`src/rtl/br_resolve_unit.sv`:
```
// Branch resolution: in-order prediction queue, mispredict detection,
// one-cycle flush/redirect, predictor training and saturating counters.
module br_resolve_unit #(
    parameter int DEPTH = 4,
    parameter int CNT_W = 32
) (
    input  logic             clk,
    input  logic             rst,
    input  logic             stall,
    input  logic             if_valid,
    input  logic [31:0]      if_pc,
    input  logic             if_pred_dir,
    input  logic [31:0]      if_pred_target,
    output logic             q_full,
    input  logic             ex_valid,
    input  logic [31:0]      ex_pc,
    input  logic [6:0]       ex_opcode,
    input  logic             ex_br_en,
    input  logic [31:0]      ex_target,
    output logic             flush,
    output logic [31:0]      redirect_pc,
    output logic             upd_valid,
    output logic [31:0]      upd_pc,
    output logic             upd_taken,
    output logic [CNT_W-1:0] br_count,
    output logic [CNT_W-1:0] mispredict_count,
    output logic             seq_err
);

    localparam int AW = $clog2(DEPTH);
    localparam logic [6:0] OP_BR = 7'h63;

    typedef struct packed {
        logic [31:0] pc;
        logic        dir;
        logic [31:0] target;
    } pq_entry_t;

    pq_entry_t      mem [DEPTH];
    pq_entry_t      head;
    logic [AW-1:0]  rd_ptr;
    logic [AW-1:0]  wr_ptr;
    logic [AW:0]    count;

    logic        empty;
    logic        push;
    logic        resolve;
    logic        pop;
    logic        is_br;
    logic        pd;
    logic        dir_err;
    logic        tgt_err;
    logic        pc_err;
    logic        mispredict;
    logic [31:0] next_pc;

    assign empty   = (count == '0);
    assign q_full  = (count == (AW+1)'(DEPTH));

    // Nothing resolved while flush is high is on the correct path.
    assign resolve = ex_valid & ~stall & ~flush;
    assign push    = if_valid & ~stall & ~q_full & ~flush;
    assign pop     = resolve & ~empty;
    assign is_br   = (ex_opcode == OP_BR);

    assign head    = mem[rd_ptr];
    assign pd      = empty ? 1'b0 : head.dir;

    assign dir_err = (pd != ex_br_en);
    assign tgt_err = pd & ex_br_en & (head.target != ex_target);
    assign pc_err  = ~empty & (head.pc != ex_pc);

    assign mispredict = empty | dir_err | tgt_err | pc_err;
    assign next_pc    = ex_br_en ? ex_target : ex_pc + 32'd4;

    always_ff @(posedge clk) begin
        if (push) begin
            mem[wr_ptr] <= '{pc: if_pc, dir: if_pred_dir, target: if_pred_target};
        end
    end

    always_ff @(posedge clk) begin
        if (rst) begin
            rd_ptr <= '0;
            wr_ptr <= '0;
            count  <= '0;
        end else if (flush) begin
            rd_ptr <= wr_ptr;
            count  <= '0;
        end else begin
            if (push) begin
                wr_ptr <= wr_ptr + AW'(1);
            end
            if (pop) begin
                rd_ptr <= rd_ptr + AW'(1);
            end
            if (push & ~pop) begin
                count <= count + (AW+1)'(1);
            end else if (pop & ~push) begin
                count <= count - (AW+1)'(1);
            end
        end
    end

    always_ff @(posedge clk) begin
        if (rst) begin
            flush       <= 1'b0;
            redirect_pc <= '0;
            upd_valid   <= 1'b0;
            upd_pc      <= '0;
            upd_taken   <= 1'b0;
            seq_err     <= 1'b0;
        end else begin
            flush     <= resolve & mispredict;
            upd_valid <= resolve & is_br;
            if (resolve & mispredict) begin
                redirect_pc <= next_pc;
            end
            if (resolve & is_br) begin
                upd_pc    <= ex_pc;
                upd_taken <= ex_br_en;
            end
            if (resolve & (empty | pc_err)) begin
                seq_err <= 1'b1;
            end
        end
    end

    always_ff @(posedge clk) begin
        if (rst) begin
            br_count         <= '0;
            mispredict_count <= '0;
        end else begin
            if (resolve & is_br & ~(&br_count)) begin
                br_count <= br_count + CNT_W'(1);
            end
            if (resolve & mispredict & ~(&mispredict_count)) begin
                mispredict_count <= mispredict_count + CNT_W'(1);
            end
        end
    end

endmodule

```
`config.mk`:
```
export PLATFORM = sky130hd
export DESIGN_NAME = br_resolve_unit
export DESIGN_NICKNAME = d
export VERILOG_FILES = /design/src/rtl/br_resolve_unit.sv
export SDC_FILE = /design/constraint.sdc
export NUM_CORES = 1
export LEC_CHECK = 0
export CAP_MARGIN = 20
export CORE_UTILIZATION = 42
export DETAILED_ROUTE_END_ITERATION = 8
export PLACE_DENSITY = 0.65
export SYNTH_ARGS = -nofsm -noshare
export SYNTH_HDL_FRONTEND = slang
export SYNTH_SLANG_ARGS = --single-unit
```
`constraint.sdc`:
```
create_clock -name clk -period 8.4 [get_ports clk]
set_clock_uncertainty 0.2 [all_clocks]
set_input_delay 1.68 -clock clk [delete_from_list [all_inputs] [get_ports clk]]
set_output_delay 1.68 -clock clk [all_outputs]
set_load 0.01 [all_outputs]
```
==> results of run 1 <==
==> sequential cells by signal (all words and copies together), names as in the netlist, named ones only <==
register	cells
upd_valid	1
redirect_pc	32
count	3
rd_ptr	2
flush	1
upd_pc	32
mem	260
mispredict_count	32
seq_err	1
br_count	32
upd_taken	1
wr_ptr	2
==> per-layer routing <==
layer	wire, um	part of all wire	up-vias
li1	-	-	5313
met1	19200	0.43	5538
met2	21800	0.49	369
met3	2950	0.066	61
met4	1010	0.023	4
met5	27	0.00060	-
==> through the flow <==
stage	total power [mW]	utilization	worst slack, ns	hold WS [ns]	cells
2_1_floorplan	2.49	-	4.06	0.276	1293
3_3_place_gp	2.68	0.506	2.73	0.238	2033
3_5_place_dp	2.68	0.506	2.64	0.246	2033
4_1_cts	4.53	0.540	2.77	0.254	2111
5_1_grt	4.65	0.540	2.48	0.273	2112
6_report	4.49	0.541	2.88	0.252	2113
==> worst max-delay path: stages (launching register included) <==
cell       delay, ns
dfxtp_4         0.87
buf_4           0.60
mux4_2          0.59
xnor2_1         0.19
nand4_1         0.16
nor4_1          0.48
nand4bb_1       0.38
o21ai_4         0.83
buf_4           0.61
mux2i_1         0.28
nor2_1          0.07
==> logic make-up (layout without fill, tap and decap cells) <==
family	count (synthesis)	count (layout)
buffers and inverters	92	385
adder cells (fa/ha/maj)	10	10
multiplexers	113	113
XOR/XNOR	119	119
flip-flops	401	401
AND/OR/NAND/NOR	416	416
AO/OA/AOI/OAI	142	142
other	0	2
==> final cells by class <==
cell class                      count  area share
Sequential cell                   401       0.493
Multi-Input combinational cell    800       0.278
Timing Repair Buffer              285       0.131
Clock buffer                       52      0.0534
Tap cell                          525      0.0304
Clock inverter                     26      0.0101
Inverter                           22     0.00383
Antenna cell                        2    0.000232
==> worst min-delay path by stage <==
stage	endpoint	startpoint	cells after the start	slack, ns
global placement	upd_pc[10]$_SDFFE_PP0P_	upd_pc[10]$_SDFFE_PP0P_	2	0.24
finish	upd_pc[2]$_SDFFE_PP0P_	upd_pc[2]$_SDFFE_PP0P_	2	0.25
floorplan	redirect_pc[26]$_SDFFE_PP0P_	redirect_pc[26]$_SDFFE_PP0P_	2	0.28
global route	upd_pc[21]$_SDFFE_PP0P_	upd_pc[21]$_SDFFE_PP0P_	2	0.27
CTS	upd_pc[21]$_SDFFE_PP0P_	upd_pc[21]$_SDFFE_PP0P_	2	0.25
detailed placement	upd_pc[21]$_SDFFE_PP0P_	upd_pc[21]$_SDFFE_PP0P_	2	0.25
==> power by group through the flow <==
| stage | clock (mW) | sequential [mW] | combinational [mW] |
|---|---|---|---|
| after global routing | 1.97 | 2.20 | 0.474 |
| after global placement | 0 | 2.24 | 0.441 |
| after CTS | 1.89 | 2.20 | 0.447 |
| final | 1.85 | 2.19 | 0.440 |
| after floorplan | 0 | 2.22 | 0.276 |
| after detailed placement | 0 | 2.24 | 0.445 |
==> cell usage in the layout, fill, tap and decap left out, drive strengths merged, types with 10 or more instances in the layout <==
cell type        n
o21ai           40
clkinv          20
edfxtp         260
nand2          137
xnor2           82
dfxtp          141
nand3           35
or3             12
clkdlybuf4s50  272
mux2i           39
nand4           32
xor2            37
nor2b           10
clkbuf          52
and2            10
mux2            13
mux4            61
nor3            19
o31ai           18
inv             24
buf             13
nor2            92
or4             18
a21oi           68
and3            17
==> cell usage after synthesis, types with 5 or more instances <==
cell	number
edfxtp_1	260
dfxtp_1	141
nand2_1	137
nor2_1	92
xnor2_1	82
a21oi_1	68
mux4_2	61
clkbuf_1	40
mux2i_1	39
xor2_1	37
nand3_1	35
o21ai_0	34
nand4_1	32
inv_1	22
o31ai_1	18
or4_1	18
and3_1	17
nor3_1	15
buf_6	12
or3_1	12
and2_1	10
nor2b_1	10
and4_1	9
ha_1	9
buf_2	7
mux2_1	7
mux2_2	6
buf_4	5
nor4_2	5
o21ai_1	5
==> impl_metrics.toml, run 1 <==
[floorplan]
rows = 73
io_pins = 275
dieWidth_um = 204
core_area_mm2 = 0.0399
start_util = 0.429
dieArea_mm2 = 0.0415
die_h_um = 204

[pwr]
seqPwrFrac = 0.489
p_sw_mw = 1.01
clkPwrFrac = 0.413
ir_worst_vdd_mv = 0.155
p_sw_frac = 0.225
power.share.combinational = 0.098
intPower_mw = 3.48
leakagePower_nw = 7.01
power.density_mw_per_mm2 = 208

[flow_run]
cap_viol_max_count = 0

[synthesis]
synth_top_family_by_area = "simple AND/OR/NAND/NOR gates"
avgSynthCellArea_um2 = 13.2
synth_area_mm2 = 0.0171
synth_top_cell_area_share = 0.456
synth-adder-area-share = 0.00775
ys_warn_count = 0
synthXorXnorAreaFrac = 0.0609
yosys.area_share.simple = 0.122
ys_top_cells_by_area = "edfxtp_1, dfxtp_1, mux4_2"
syn_nets = 1445
synth_edf_count = 260
async_reset_ff_frac = 0
synth_top_cell_by_area = "edfxtp_1"
ys_seq_area_frac = 0.621
synthDistinctLibCells = 57
synth_flop_cell = "edfxtp_1"
synth_compound_gate_area_share = 0.0481
syn_inst = 1293
muxShareOfSynthArea = 0.112
synth_seq_cells = 401

[clock_network]
clkLatencyLatePin_ns = 0.57
htree_levels = 2
cts_root_buf = "clkbuf_16"
cts_sinks = 401
cts.path.max_buffers = 3
post_cts_buffers = 0
clk_pin_slew_ns = 0.06
cts_resized = 0
cts_tree = "yes"
cts_hold_buf = 0
cts_made_buffers = 44

[timing]
finalCriticalPeriod_ns = 5.52
setup_violations = 0
fin_crit_sh = 0.657
relSlewSlack = 0.322
fin_tns_setup_ns = 0
fmax_mhz = 181
slew_violations = 0
rsz0062_at_grt = "no"
tightest_slew_ns = 1.02
hold_viol = 0

[placement]
place_area_mm2 = 0.0202
buffer_ports.inserted = 274
hpwl_um = 31200
place.gp.congestion = 0.770

[cells_and_area]
drive_gt1_frac = 0.100
area_delta_synth_final_pct = 26.1
nNetsFinal = 1706
fin_area_mm2 = 0.0216
regArea_mm2 = 0.0106
multiInputGateArea_mm2 = 0.00601
nFillCells = 3319

[detailed_routing]
wire_per_inst_um = 21.3
vias = 11300
viasPerCell = 5.34
dr.pass1.iters = 5
drc = 0
postRouteAntennaNets = 0
wl_um = 45000
drt-initial-drc-count = 622

[critical_path]
r2r_end = "redirect_pc[12]$_SDFFE_PP0P_"
critPathCaptureType = "flop"
crit_type = "reg2reg"
r2r_setup_slack_ns = 2.88
worstSetupEndpoint = "redirect_pc[12]$_SDFFE_PP0P_"
cp_max_fo = 43
r2r_cells = 10
startpoint_type = "flop"
cp.arrival_ns = 5.72
worst-endpoint-required_ns = 8.60

[grt]
globalRouteMet1Util = 0.291
grt_use_met3 = 0.0438
grt_overflow = 0
grt_pass1_wl_um = 66800
grt_max_degree = 90
grt_use_total = 0.217
antenna_found_initial = 4
gr-max-usage-layer = "met2"
grt_pass1_vias = 10900
grt_use_met2 = 0.353

[outcome]
run_status = "completed"

[worst_hold_path]
hold_path_class = "reg2reg"
No activity file was read; power rests on OpenSTA's default activity.
==> run 2, diff against run 1 <==
PLACE_DENSITY = 0.68   (was 0.65)
clock period = 5 ns   (was 8.4 ns; I/O delays follow)
==> run 2 against run 1 <==
  * Clock-buffer cell count is the same
  * Sequential share of layout area shrank 0.64 points
  * First-iteration DRC count grew 3.7%
  * Clock power is 76% higher
==> impl_metrics.toml, run 2 (synthesis results as in run 1) <==
[pwr]
p_sw_frac = 0.229
p_sw_mw = 1.76
intPower_mw = 5.94
clkPwrFrac = 0.423
seqPwrFrac = 0.476
ir_worst_vdd_mv = 0.203
leakagePower_nw = 7.15
power.share.combinational = 0.102
power.density_mw_per_mm2 = 352

[detailed_routing]
wl_um = 44300
drt-initial-drc-count = 645
vias = 11300
viasPerCell = 5.33
wire_per_inst_um = 20.8
postRouteAntennaNets = 0
dr.pass1.iters = 4
drc = 0

[clock_network]
cts_sinks = 401
cts_tree = "yes"
clkLatencyLatePin_ns = 0.56
cts_resized = 0
htree_levels = 2
cts_hold_buf = 0
clk_pin_slew_ns = 0.06
cts.path.max_buffers = 3
cts_made_buffers = 44
cts_root_buf = "clkbuf_16"
post_cts_buffers = 0

[cells_and_area]
num_antenna_cells = 0
nNetsFinal = 1719
largest_reg_flops = 260
area_delta_synth_final_pct = 27.8
fin_area_mm2 = 0.0219
nFillCells = 3305
layout_common_cells = "clkdlybuf4s50_1, edfxtp_1, dfxtp_1"
drive_gt1_frac = 0.116
final_common_cell = "clkdlybuf4s50_1"
regMostFlops = "mem"

[grt]
grt_pass1_wl_um = 66900
grt_pass1_vias = 11000
grt_overflow = 0
grt_use_total = 0.215
antenna_found_initial = 2
grt_max_degree = 80

[timing]
hold_viol = 0
tightest_slew_ns = 0.927
fin_crit_sh = 0.818
relSlewSlack = 0.382
fmax_mhz = 245
setup_violations = 0
slew_violations = 0
finalCriticalPeriod_ns = 4.09
fin_tns_setup_ns = 0
rsz0062_at_grt = "no"

[floorplan]
core_area_mm2 = 0.0399
rows = 73
die_h_um = 204
dieArea_mm2 = 0.0415
dieWidth_um = 204
io_pins = 275
start_util = 0.429

[placement]
buffer_ports.inserted = 274
place_area_mm2 = 0.0204
place.gp.congestion = 0.786
hpwl_um = 30400

[critical_path]
cp.arrival_ns = 4.30
worst-endpoint-required_ns = 5.22
critPathCaptureType = "flop"
crit_type = "reg2reg"
cp_max_fo = 34
startpoint_type = "flop"

[outcome]
run_status = "completed"

[flow_run]
cap_viol_max_count = 0

[worst_hold_path]
hold_path_class = "reg2reg"
-- run 2: critical path, cell delays in order, from the launching register on --
cell	delay (ns)
dfxtp_2	0.69
buf_12	0.28
mux4_2	0.33
xnor2_1	0.21
nand4_1	0.16
nor4_1	0.55
nand4bb_1	0.36
o21ai_4	0.50
buf_12	0.31
mux2i_1	0.24
nor2_1	0.06
-- run 2: path summary, 6_finish.rpt --
| kind | from | endpoint | slack (ns) | cells after the start |
|---|---|---|---|---|
| max | flop | redirect_pc[19]$_SDFFE_PP0P_ | 0.91 | 10 |
| min | upd_pc[23]$_SDFFE_PP0P_ | upd_pc[23]$_SDFFE_PP0P_ | 0.25 | 2 |
| max reg2reg | flop | redirect_pc[19]$_SDFFE_PP0P_ | 0.91 | 10 |
| min reg2reg | upd_pc[23]$_SDFFE_PP0P_ | upd_pc[23]$_SDFFE_PP0P_ | 0.25 | 2 |
-- run 2: area by class of cell --
class,instances,area (um^2),share of cell area
multi-input cells,800,6010,0.275
repair buffers,298,3030,0.139
clock buffers,52,1150,0.0528
well taps,525,657,0.0300
inverters,22,82.6,0.00378
clock inverters,28,298,0.0136
flip-flops and latches,401,10600,0.486
-- run 2: power by group through the flow --
stage               Clock (mW)  Combinational (mW)  Sequential (mW)
finish                    3.25               0.783             3.66
CTS                       3.32               0.799             3.66
global route              3.44               0.849             3.67
detailed placement           0               0.795             3.73
floorplan                    0               0.464             3.73
global placement             0               0.787             3.73
-- run 2: routing by layer --
metal | share of wire | vias up | global-route usage | routed length, um
met5 | 0.00050 | - | 0 | 22
met4 | 0.023 | 4 | 0.0655 | 1030
met3 | 0.076 | 66 | 0.0459 | 3360
met2 | 0.48 | 397 | 0.352 | 21400
met1 | 0.42 | 5517 | 0.287 | 18500
li1 | - | 5338 | - | -
-- run 2: through the flow --
stage | cells | setup slack, ns | total power [mW] | util | hold WS [ns]
2_1_floorplan | 1293 | 1.34 | 4.19 | - | 0.276
5_1_grt | 2126 | 0.606 | 7.96 | 0.548 | 0.271
6_report | 2126 | 0.912 | 7.70 | 0.548 | 0.250
3_5_place_dp | 2046 | 0.577 | 4.53 | 0.511 | 0.246
4_1_cts | 2126 | 0.902 | 7.78 | 0.548 | 0.252
3_3_place_gp | 2046 | 0.705 | 4.51 | 0.511 | 0.238
==> run 3, diff against run 2 <==
PLACE_DENSITY = 0.65   (was 0.68)
clock period = 3.8 ns   (was 5 ns; I/O delays follow)
==> run 3 against run 2 <==
  * Sequential power is 32% higher
  * Highest routed layer is now met4
  * Core utilization rose by 1.0 points
  * Setup slack got worse by 0.65 ns
  * Clock-buffer cell count grew 4
  * Cell area is 1.8% higher
  * Via count up 2.5%
  * First-iteration DRC count rose by 6.0%
==> impl_metrics.toml, run 3 (synthesis results as in run 1) <==
[outcome]
run_status = "completed"

[cells_and_area]
regMostFlops = "mem"
area_delta_synth_final_pct = 30.1
drive_gt1_frac = 0.143
nFillCells = 3308
layout.cells.non_filler = 2181
regArea_mm2 = 0.0106
layout_common_cells = "clkdlybuf4s50_1, edfxtp_1, dfxtp_1"
final_common_cell = "clkdlybuf4s50_1"
nNetsFinal = 1775
multiInputGateArea_mm2 = 0.00601
largest_reg_flops = 260

[detailed_routing]
vias = 11600
wl_um = 45500
wire_per_inst_um = 20.9
drt-initial-drc-count = 684
drc = 0
dr.pass1.iters = 5
postRouteAntennaNets = 0
viasPerCell = 5.32

[clock_network]
cts_tree = "yes"
htree_levels = 2
cts_root_buf = "clkbuf_16"
clkLatencyLatePin_ns = 0.57
clk_pin_slew_ns = 0.06
cts_made_buffers = 44
cts.path.max_buffers = 3
cts_hold_buf = 0
cts_sinks = 401

[timing]
fmax_mhz = 283
rsz0062_at_grt = "no"
tightest_slew_ns = 0.735
finalCriticalPeriod_ns = 3.54
fin_crit_sh = 0.930
relSlewSlack = 0.506
hold_viol = 0
slew_violations = 0
setup_violations = 0

[critical_path]
cp_common_cell = "buf_12"
critPathCaptureType = "flop"
startpoint_type = "flop"
cp.arrival_ns = 3.77
r2r_setup_slack_ns = 0.26
crit_path_top_delay_cell = "mux4_2"
path_buf_inv = 4
r2r_end = "redirect_pc[18]$_SDFFE_PP0P_"
worst-endpoint-required_ns = 4.03
path_cells = "buf_12, buf_12, mux4_2, xnor2_1, nand4_1, nor3_2, buf_4, nand4bb_1, o21ai_4, buf_12, mux2i_1, nor2_1"
crit_family = "buffers and inverters"
r2r_cells = 12
crit_type = "reg2reg"
cpPeakStageDelay_ns = 0.52
cp_max_fo = 34

[floorplan]
core_area_mm2 = 0.0399
dieWidth_um = 204
die_h_um = 204
io_pins = 275
start_util = 0.429
rows = 73
dieArea_mm2 = 0.0415

[worst_hold_path]
holdPathEnd = "upd_pc[31]$_SDFFE_PP0P_"
hold_start = "upd_pc[31]$_SDFFE_PP0P_"
min_path_cells = 2
hold_path_class = "reg2reg"

[placement]
place.gp.congestion = 0.823
buffer_ports.inserted = 274
dpl.cell_count = 2100
hpwl_um = 32800

[grt]
grt_use_total = 0.221
grt_overflow = 0
grt_max_degree = 66
antenna_found_initial = 2
grt_pass1_wl_um = 68400
grt_pass1_vias = 11500

[pwr]
power.density_mw_per_mm2 = 449
power_mw = 9.98
ir_worst_vdd_mv = 0.316
leakagePower_nw = 7.41

[flow_run]
cap_viol_max_count = 0
run 3: worst register-to-register path, cell delays in order (launching register included):
cell and delay, ns:
dfxtp_4 0.38, buf_12 0.18, buf_12 0.17, mux4_2 0.52, xnor2_1 0.15, nand4_1 0.15, nor3_2 0.33, buf_4 0.18
nand4bb_1 0.25, o21ai_4 0.29, buf_12 0.28, mux2i_1 0.27, nor2_1 0.05
run 3: what timing repair did:
action                     in CTS  in global routing
pin swaps                       0                  0
setup endpoints to repair      36                 60
resized for setup               1                  0
buffers inserted                0                  2
run 3: final cells by class:
cell class                 count  share of cell area
clock inverter                22             0.00832
inverter                      22             0.00371
tap                          525              0.0295
timing repair buffer         354               0.157
antenna                        1            0.000112
sequential                   401               0.478
multi-input combinational    800               0.270
clock buffer                  56              0.0533
run 3: power by group:
group | switching [mW] | leakage, nW | internal [mW] | total [mW]
clock | 1.71 | 0.679 | 2.35 | 4.06
sequential | 0.0499 | 3.50 | 4.77 | 4.82
combinational | 0.532 | 3.24 | 0.577 | 1.11
total | 2.29 | 7.41 | 7.69 | 9.98
run 3: how the worst max path moves through the flow:
stage                     startpoint                      endpoint  slack [ns]  cells after the start
final                           flop  redirect_pc[18]$_SDFFE_PP0P_        0.26                     12
after global routing            flop  redirect_pc[30]$_SDFFE_PP0P_        0.02                     12
after CTS                       flop  redirect_pc[18]$_SDFFE_PP0P_        0.04                     12
after detailed placement        flop  redirect_pc[18]$_SDFFE_PP0P_       -0.05                     12
after global placement          flop  redirect_pc[18]$_SDFFE_PP0P_        0.02                     12
after floorplan                stall           mem[1][0]$_DFFE_PP_        0.38                      4
run 3: per-stage QoR:
| step | hold WS (ns) | worst slack [ns] | TNS (ns) | utilization | area (um^2) |
|---|---|---|---|---|---|
| 2_1_floorplan | 0.276 | 0.377 | 0 | - | 17100 |
| 3_3_place_gp | 0.239 | 0.0201 | 0 | 0.522 | 20900 |
| 3_5_place_dp | 0.244 | -0.0493 | -0.370 | 0.522 | 20900 |
| 4_1_cts | 0.252 | 0.0364 | 0 | 0.557 | 22200 |
| 5_1_grt | 0.269 | 0.0182 | 0 | 0.558 | 22300 |
| 6_report | 0.250 | 0.264 | 0 | 0.558 | 22300 |
run 3: layer usage:
metal  share of wire  global-route usage
met1            0.43               0.288
met2            0.48               0.367
met3           0.063              0.0426
met4           0.028              0.0779
met5               0                   0
